<file path="src/rtl/pipeline_pkg.sv">
// -----------------------------------------------------------------------------
// pipeline_pkg
// Shared types and constants for the pipeline hazard/control unit.
//   hazard_entry_t : one in-flight writer {valid, dst, load}
//   FWD_REGFILE    : forwarding-select value meaning "use the register file"
//   DEF_*          : default configuration widths/depths
// The entry's dst field is sized for the largest supported register file so
// one typedef serves every REG_ADDR_W; narrower indices are zero-extended.
// -----------------------------------------------------------------------------
package pipeline_pkg;

    localparam int DEF_NUM_REGS     = 32;
    localparam int DEF_REG_ADDR_W   = 5;
    localparam int DEF_DEPTH        = 3;
    localparam int DEF_LOAD_READY   = 1;
    localparam int DEF_BRANCH_FLUSH = 2;

    localparam int MAX_REG_ADDR_W   = 8;
    localparam int FWD_REGFILE      = 0;

    typedef struct packed {
        logic                      valid;
        logic [MAX_REG_ADDR_W-1:0] dst;
        logic                      load;
    } hazard_entry_t;

endpackage

</file>
<file path="src/rtl/hazard_match.sv">
// -----------------------------------------------------------------------------
// hazard_match
// Priority match of one decode source register against the tracking array.
// The youngest (lowest index) valid entry whose dst equals the source wins.
// Ports:
//   entries  in   tracking array, index 0 = X (youngest)
//   src      in   source register index
//   enable   in   source is real: instruction valid and source actually read
//   hit      out  a matching in-flight writer exists
//   k        out  index of the youngest matching entry
//   is_load  out  the matching writer is a load
// Register 0 never matches.
// -----------------------------------------------------------------------------
module hazard_match
    import pipeline_pkg::*;
#(
    parameter int DEPTH      = DEF_DEPTH,
    parameter int REG_ADDR_W = DEF_REG_ADDR_W,
    parameter int K_W        = (DEPTH > 1) ? $clog2(DEPTH) : 1
) (
    input  hazard_entry_t         entries [DEPTH],
    input  logic [REG_ADDR_W-1:0] src,
    input  logic                  enable,
    output logic                  hit,
    output logic [K_W-1:0]        k,
    output logic                  is_load
);

    always_comb begin
        hit     = 1'b0;
        k       = '0;
        is_load = 1'b0;
        if (enable && (src != '0)) begin
            // Scan oldest to youngest so the youngest match is written last.
            for (int i = DEPTH - 1; i >= 0; i--) begin
                if (entries[i].valid && (entries[i].dst == MAX_REG_ADDR_W'(src))) begin
                    hit     = 1'b1;
                    k       = K_W'(i);
                    is_load = entries[i].load;
                end
            end
        end
    end

endmodule

</file>
<file path="src/rtl/pipeline_hazard_ctrl.sv">
// -----------------------------------------------------------------------------
// pipeline_hazard_ctrl
// Hazard and pipeline-control unit beside the decode stage of an in-order
// pipeline. Tracks in-flight writers in the DEPTH post-decode stages and
// produces stall, flush and per-source forwarding selects.
// Configuration macro: FORWARDING_EN
//   defined   : forwarding selects active, only early load-use stalls
//   undefined : fwd_sel tied to 0, any in-flight match stalls
// Ports:
//   clock, reset                 rising-edge clock, async active-low reset
//   d_valid                      decode holds a real instruction
//   d_src_reg_1/2, d_use_1/2     decode sources and their read enables
//   d_dst_reg, d_reg_write       decode destination and write enable
//   d_mem_read                   decode instruction is a load
//   x_redirect                   execute resolved a taken branch/jump
//   stall                        hold PC and f2d, bubble d2x
//   flush                        squash f2d and d2x
//   fwd_sel_1/2                  0 = register file, k = tracking entry k-1
//   stall_count                  saturating count of stalled cycles
// -----------------------------------------------------------------------------
module pipeline_hazard_ctrl
    import pipeline_pkg::*;
#(
    parameter int   NUM_REGS     = DEF_NUM_REGS,
    parameter int   REG_ADDR_W   = DEF_REG_ADDR_W,
    parameter int   DEPTH        = DEF_DEPTH,
    parameter int   LOAD_READY   = DEF_LOAD_READY,
    parameter int   BRANCH_FLUSH = DEF_BRANCH_FLUSH,
    localparam int  FWD_W        = $clog2(DEPTH + 1)
) (
    input  logic                  clock,
    input  logic                  reset,
    input  logic                  d_valid,
    input  logic [REG_ADDR_W-1:0] d_src_reg_1,
    input  logic [REG_ADDR_W-1:0] d_src_reg_2,
    input  logic                  d_use_1,
    input  logic                  d_use_2,
    input  logic [REG_ADDR_W-1:0] d_dst_reg,
    input  logic                  d_reg_write,
    input  logic                  d_mem_read,
    input  logic                  x_redirect,
    output logic                  stall,
    output logic                  flush,
    output logic [FWD_W-1:0]      fwd_sel_1,
    output logic [FWD_W-1:0]      fwd_sel_2,
    output logic [31:0]           stall_count
);

    localparam int K_W  = (DEPTH > 1) ? $clog2(DEPTH) : 1;
    localparam int FC_W = $clog2(BRANCH_FLUSH + 1);

    hazard_entry_t    entry_q [DEPTH];
    logic [FC_W-1:0]  flush_cnt;
    logic [31:0]      stall_cnt_q;

    logic             hit_1, hit_2;
    logic [K_W-1:0]   k_1, k_2;
    logic             load_1, load_2;
    logic             haz_1, haz_2;
    logic [FWD_W-1:0] fwd_1, fwd_2;
    logic             insert;

    hazard_match #(
        .DEPTH      (DEPTH),
        .REG_ADDR_W (REG_ADDR_W),
        .K_W        (K_W)
    ) u_match_1 (
        .entries (entry_q),
        .src     (d_src_reg_1),
        .enable  (d_valid && d_use_1),
        .hit     (hit_1),
        .k       (k_1),
        .is_load (load_1)
    );

    hazard_match #(
        .DEPTH      (DEPTH),
        .REG_ADDR_W (REG_ADDR_W),
        .K_W        (K_W)
    ) u_match_2 (
        .entries (entry_q),
        .src     (d_src_reg_2),
        .enable  (d_valid && d_use_2),
        .hit     (hit_2),
        .k       (k_2),
        .is_load (load_2)
    );

`ifdef FORWARDING_EN
    // A load whose data is not yet available at index k must wait; every
    // other writer is forwarded from its tracking entry.
    assign haz_1 = hit_1 && load_1 && (int'(k_1) < LOAD_READY);
    assign haz_2 = hit_2 && load_2 && (int'(k_2) < LOAD_READY);
    assign fwd_1 = (hit_1 && !haz_1) ? FWD_W'(k_1) + FWD_W'(1) : FWD_W'(FWD_REGFILE);
    assign fwd_2 = (hit_2 && !haz_2) ? FWD_W'(k_2) + FWD_W'(1) : FWD_W'(FWD_REGFILE);

    logic unused_cfg;
    assign unused_cfg = NUM_REGS[0];
`else
    // No bypass network: wait until the writer has retired.
    assign haz_1 = hit_1;
    assign haz_2 = hit_2;
    assign fwd_1 = FWD_W'(FWD_REGFILE);
    assign fwd_2 = FWD_W'(FWD_REGFILE);

    logic unused_cfg;
    assign unused_cfg = ^{NUM_REGS[0], LOAD_READY[0], k_1, k_2, load_1, load_2};
`endif

    // Outputs are gated by reset so they are quiet while reset is held,
    // even with decode/execute inputs active.
    assign flush     = reset && (x_redirect || (flush_cnt != '0));
    assign stall     = reset && !flush && (haz_1 || haz_2);
    assign fwd_sel_1 = reset ? fwd_1 : FWD_W'(FWD_REGFILE);
    assign fwd_sel_2 = reset ? fwd_2 : FWD_W'(FWD_REGFILE);

    assign stall_count = stall_cnt_q;

    assign insert = d_valid && d_reg_write && (d_dst_reg != '0) && !stall && !flush;

    always_ff @(posedge clock or negedge reset) begin
        if (!reset) begin
            for (int i = 0; i < DEPTH; i++) begin
                entry_q[i] <= '0;
            end
            flush_cnt   <= '0;
            stall_cnt_q <= '0;
        end else begin
            if (insert) begin
                entry_q[0] <= '{valid: 1'b1,
                                dst:   MAX_REG_ADDR_W'(d_dst_reg),
                                load:  d_mem_read};
            end else begin
                entry_q[0] <= '0;
            end
            for (int i = 1; i < DEPTH; i++) begin
                entry_q[i] <= entry_q[i-1];
            end

            // Redirects from wrong-path instructions are ignored while
            // a flush window is already open.
            if (x_redirect && (flush_cnt == '0)) begin
                flush_cnt <= FC_W'(BRANCH_FLUSH - 1);
            end else if (flush_cnt != '0) begin
                flush_cnt <= flush_cnt - FC_W'(1);
            end

            if (stall && (stall_cnt_q != 32'hFFFF_FFFF)) begin
                stall_cnt_q <= stall_cnt_q + 32'd1;
            end
        end
    end

endmodule
</file>
<file path="config.mk">
export PLATFORM = sky130hd
export DESIGN_NAME = pipeline_hazard_ctrl
export DESIGN_NICKNAME = d
export VERILOG_FILES = /design/src/rtl/pipeline_pkg.sv /design/src/rtl/hazard_match.sv /design/src/rtl/pipeline_hazard_ctrl.sv
export SDC_FILE = /design/constraint.sdc
export NUM_CORES = 1
export LEC_CHECK = 0
export BUFFER_PORTS_ARGS = -buffer_cell sky130_fd_sc_hd__clkbuf_2
export CAP_MARGIN = 20
export CORE_ASPECT_RATIO = 0.9
export CORE_UTILIZATION = 44
export DETAILED_ROUTE_END_ITERATION = 10
export GPL_TIMING_DRIVEN = 0
export PLACE_DENSITY = 0.66
export SLEW_MARGIN = 40
export SYNTH_ARGS = -nofsm -noshare
export SYNTH_HDL_FRONTEND = slang
export SYNTH_SLANG_ARGS = --single-unit
export TNS_END_PERCENT = 100
</file>
<file path="constraint.sdc">
create_clock -name clock -period 2.45 [get_ports clock]
set_input_delay 0.245 -clock clock [delete_from_list [all_inputs] [get_ports clock]]
set_output_delay 0.245 -clock clock [all_outputs]
set_load 0.02 [all_outputs]
</file>
==> flow_summary.toml <==
[routing]
remaining_drc_errors = 0
dr.first_iter.drc_count = 84
drt-wirelength-per-cell_um = 14.4
finalWirelength_um = 5400
drtAntennaViolNets = 0
vias = 1945
vias_per_cell = 5.19
drtPass1Iterations = 4

[placement]
place_area_um2 = 3010
placer_s_final_routability_congestion_estimate = 0.798
port_buffers = 55
dpl.hpwl_um = 3970

[synth]
async_flop_share = 1.00
combinational_family_with_the_most_area_after_synthesis = "simple AND/OR/NAND/NOR gates"
synth_seq_cells = 52
syn_area_per_cell_um2 = 11.0
synth_flop_cell = "sky130_fd_sc_hd__dfrtp_1"
post_synth_mux_area_share = 0.00857
ys_seq_area_frac = 0.495
synth_edf_count = 0
synth.yosys.warnings = 0
synth_compound_area_frac = 0.0109
synthesis.instances = 239
synth_xor_area_frac = 0.200
synth.cell_area_um2 = 2630
yosys.area_share.simple = 0.247
post_synth_fa_ha_maj_area_fraction = 0.00476
ys_types = 32

[floorplan]
die_width_um = 83.5
initial_utilization = 0.459
fp-row-count = 26
core_region_area_um2 = 5730
design.portCount = 61
fp.dieArea_um2 = 6290
fp.dieH_um = 75.3

[sta]
finalSetupViolations = 0
final_period_minus_worst_setup_slack_ns = 2.37
transition_time_of_the_tightest_slew_check_pin_ns = 0.713
slew_headroom = 0.523
hold_slack_ns = 0.0135
skew_final_ns = 0.00723
hold_viol_final = 0
max_freq_mhz = 421
finalMaxSlewViolations = 0
layout_worst_path_cycle_share = 0.969

[pwr]
p_clk_frac = 0.356
power.static_leakage_nw = 1.49
cell_internal_pwr_w = 0.00121
peakVddDrop_mv = 0.325
power.density_cell_area_nw_per_um2 = 491
net-switching-power_w = 0.000339
comb_power_share = 0.073
share_of_power_burned_in_registers = 0.571
switching_share = 0.219

[worst_setup_path]
reg2reg_to = "stall_count[1]$_DFFE_PN0P_"
timing.critical_path.from_type = "flip-flop"
critical_path.cell_chain = "xor2_1 > nor4_2 > nand3_1 > and3_1 > o22ai_4 > buf_6 > clkbuf_2"
cp-startpoint = "entry_q[25]$_DFF_PN0_"
timing_worst_setup_path_type = "flip-flop to primary output"
critical_path_required_ns = 2.20
worstSetupEndpoint = "stall"
crit_arrival_ns = 2.13
r2r-start = "stall_count[9]$_DFFE_PN0P_"
timing.critical_path.slowest_cell_delay_ns = 0.42
crit_path_max_fanout = 10
crit_slowest_cell = "sky130_fd_sc_hd__dfrtp_1"
rrSetupSlack_ns = 0.08
reg2reg_depth = 7
critical_path.endpoint_type = "primary output"

[clock_tree]
clock-sinks = 52
htree_num_levels = 2
clkSlewWorstSetupHoldPaths_ns = 0.09
cts_tree = "built"
cts.path.max_buffers = 2
cts_stage_hold_buffer_count = 0
clkLatencyLatePin_ns = 0.30
number_of_clock_buffers_inserted_by_tritoncts = 5
clock_tree.root_cell = "sky130_fd_sc_hd__clkbuf_8"

[global_route]
groute.usage.overall = 0.178
grt_antenna_before_repair = 0
overflow = 0
grt_start_max_net_pins = 55
grt_pass1_vias = 1833
global_route_wire_length_before_repair_um = 8790

[min_path]
worst_hold_path_type = "primary input to async pin"

[finish]
fillerInstances = 511
num_antenna_cells = 0
drive_gt1_frac = 0.315
finalInstanceArea_um2 = 3150
area_delta_synth_final_pct = 20.0
final_net_count = 330

[job]
timing.max_cap.violations = 0

[outcome]
run_status = "finished clean"
[critical path, delay by kind of cell (launching register included)]
family,cells,cell delay (ns)
simple gates,3,0.65
flops,1,0.42
buf+inv,2,0.37
xor+xnor,1,0.19
compound gates,1,0.19
[worst min-delay path by stage]
stage | endpoint | slack, ns | cells after the start
floorplan | entry_q[11]$_DFF_PN0_ | -0.05 | 0
global placement | entry_q[19]$_DFF_PN0_ | 0.39 | 0
detailed placement | stall_count[23]$_DFFE_PN0P_ | 0.38 | 1
CTS | stall_count[17]$_DFFE_PN0P_ | 0.04 | 1
global route | stall_count[23]$_DFFE_PN0P_ | 0.08 | 1
finish | stall_count[22]$_DFFE_PN0P_ | 0.01 | 1
[placed cells by master, fill, tap and decap left out, types with 5 or more instances in the layout]
cell type	count
sky130_fd_sc_hd__and2_1	7
sky130_fd_sc_hd__and3_1	10
sky130_fd_sc_hd__buf_4	6
sky130_fd_sc_hd__clkbuf_2	54
sky130_fd_sc_hd__clkbuf_8	5
sky130_fd_sc_hd__dfrtp_1	51
sky130_fd_sc_hd__nand2_1	9
sky130_fd_sc_hd__nand3_1	17
sky130_fd_sc_hd__nand3_2	10
sky130_fd_sc_hd__nand4_1	14
sky130_fd_sc_hd__nor2_1	11
sky130_fd_sc_hd__nor3_1	6
sky130_fd_sc_hd__xnor2_1	36
sky130_fd_sc_hd__xor2_1	24
[repair_timing]
action / 4_1_cts / 5_1_grt
setup endpoints to repair: 22 / 2
setup buffers: 1 / 1
resized for setup: 4 / 4
pin swaps: 1 / 1
[state kept, by name (all words and copies together), names as in the netlist]
| signal | cells |
|---|---|
| stall_count | 32 |
| flush_cnt | 2 |
| entry_q | 18 |
[metal layers]
metal | vias up | track usage | wire length, um
li1 | 955 | - | -
met1 | 941 | 0.258 | 2730
met5 | - | 0 | 0
met3 | 7 | 0.0368 | 235
met2 | 42 | 0.269 | 2380
met4 | 0 | 0.0640 | 54
[power by group through the flow]
stage | Combinational [W] | Clock [W] | Sequential, W
4_1_cts | 0.000112 | 0.000570 | 0.000885
6_report | 0.000114 | 0.000551 | 0.000885
2_1_floorplan | 0.0000525 | 0 | 0.000902
3_3_place_gp | 0.000109 | 0 | 0.000901
5_1_grt | 0.000128 | 0.000602 | 0.000887
3_5_place_dp | 0.000111 | 0 | 0.000902
[synthesized netlist by cell type, types with 4 or more instances]
master / count / area (um2)
sky130_fd_sc_hd__nor3_1: 6 / 30.0
sky130_fd_sc_hd__and2_1: 7 / 43.8
sky130_fd_sc_hd__nand3_2: 10 / 100
sky130_fd_sc_hd__nor4_1: 6 / 37.5
sky130_fd_sc_hd__xor2_1: 24 / 210
sky130_fd_sc_hd__dfrtp_1: 52 / 1300
sky130_fd_sc_hd__xnor2_1: 36 / 315
sky130_fd_sc_hd__inv_1: 4 / 15.0
sky130_fd_sc_hd__and3_1: 11 / 68.8
sky130_fd_sc_hd__nand3_1: 17 / 85.1
sky130_fd_sc_hd__buf_4: 4 / 30.0
sky130_fd_sc_hd__nor2_1: 11 / 41.3
sky130_fd_sc_hd__nand2_1: 9 / 33.8
sky130_fd_sc_hd__nand4_1: 14 / 87.6
[metrics by stage]
stage	total power [W]	std cells	TNS [ns]	util	setup WS, ns
2_1_floorplan	0.000954	242	0	-	0.0895
3_3_place_gp	0.00101	367	-21.31	0.524	-0.684
3_5_place_dp	0.00101	367	-4.53	0.525	-0.225
4_1_cts	0.00157	374	0	0.547	0.0351
5_1_grt	0.00162	375	-0.0191	0.551	-0.0136
6_report	0.00155	375	0	0.551	0.0760
[logic make-up (layout without fill, tap and decap cells)]
| family | Yosys count | after routing |
|---|---|---|
| xor gates and xnor gates | 60 | 60 |
| adders and majority gates | 1 | 1 |
| DFF | 52 | 52 |
| and+or+nand+nor | 106 | 106 |
| AOI/OAI and AO/OA | 4 | 4 |
| buffers and inverters | 13 | 76 |
| other | 1 | 4 |
| muxes | 2 | 2 |
[cell type report]
class | count | area, um2 | area share
Timing Repair Buffer | 57 | 293 | 0.0928
Inverter | 4 | 15.0 | 0.00476
Multi-Input combinational cell | 177 | 1280 | 0.406
Clock buffer | 5 | 68.8 | 0.0218
Sequential cell | 52 | 1300 | 0.413
Clock inverter | 1 | 30.0 | 0.00952
Tap cell | 70 | 87.6 | 0.0278
Buffer | 9 | 77.6 | 0.0246
No activity file was read; power rests on OpenSTA's default activity.
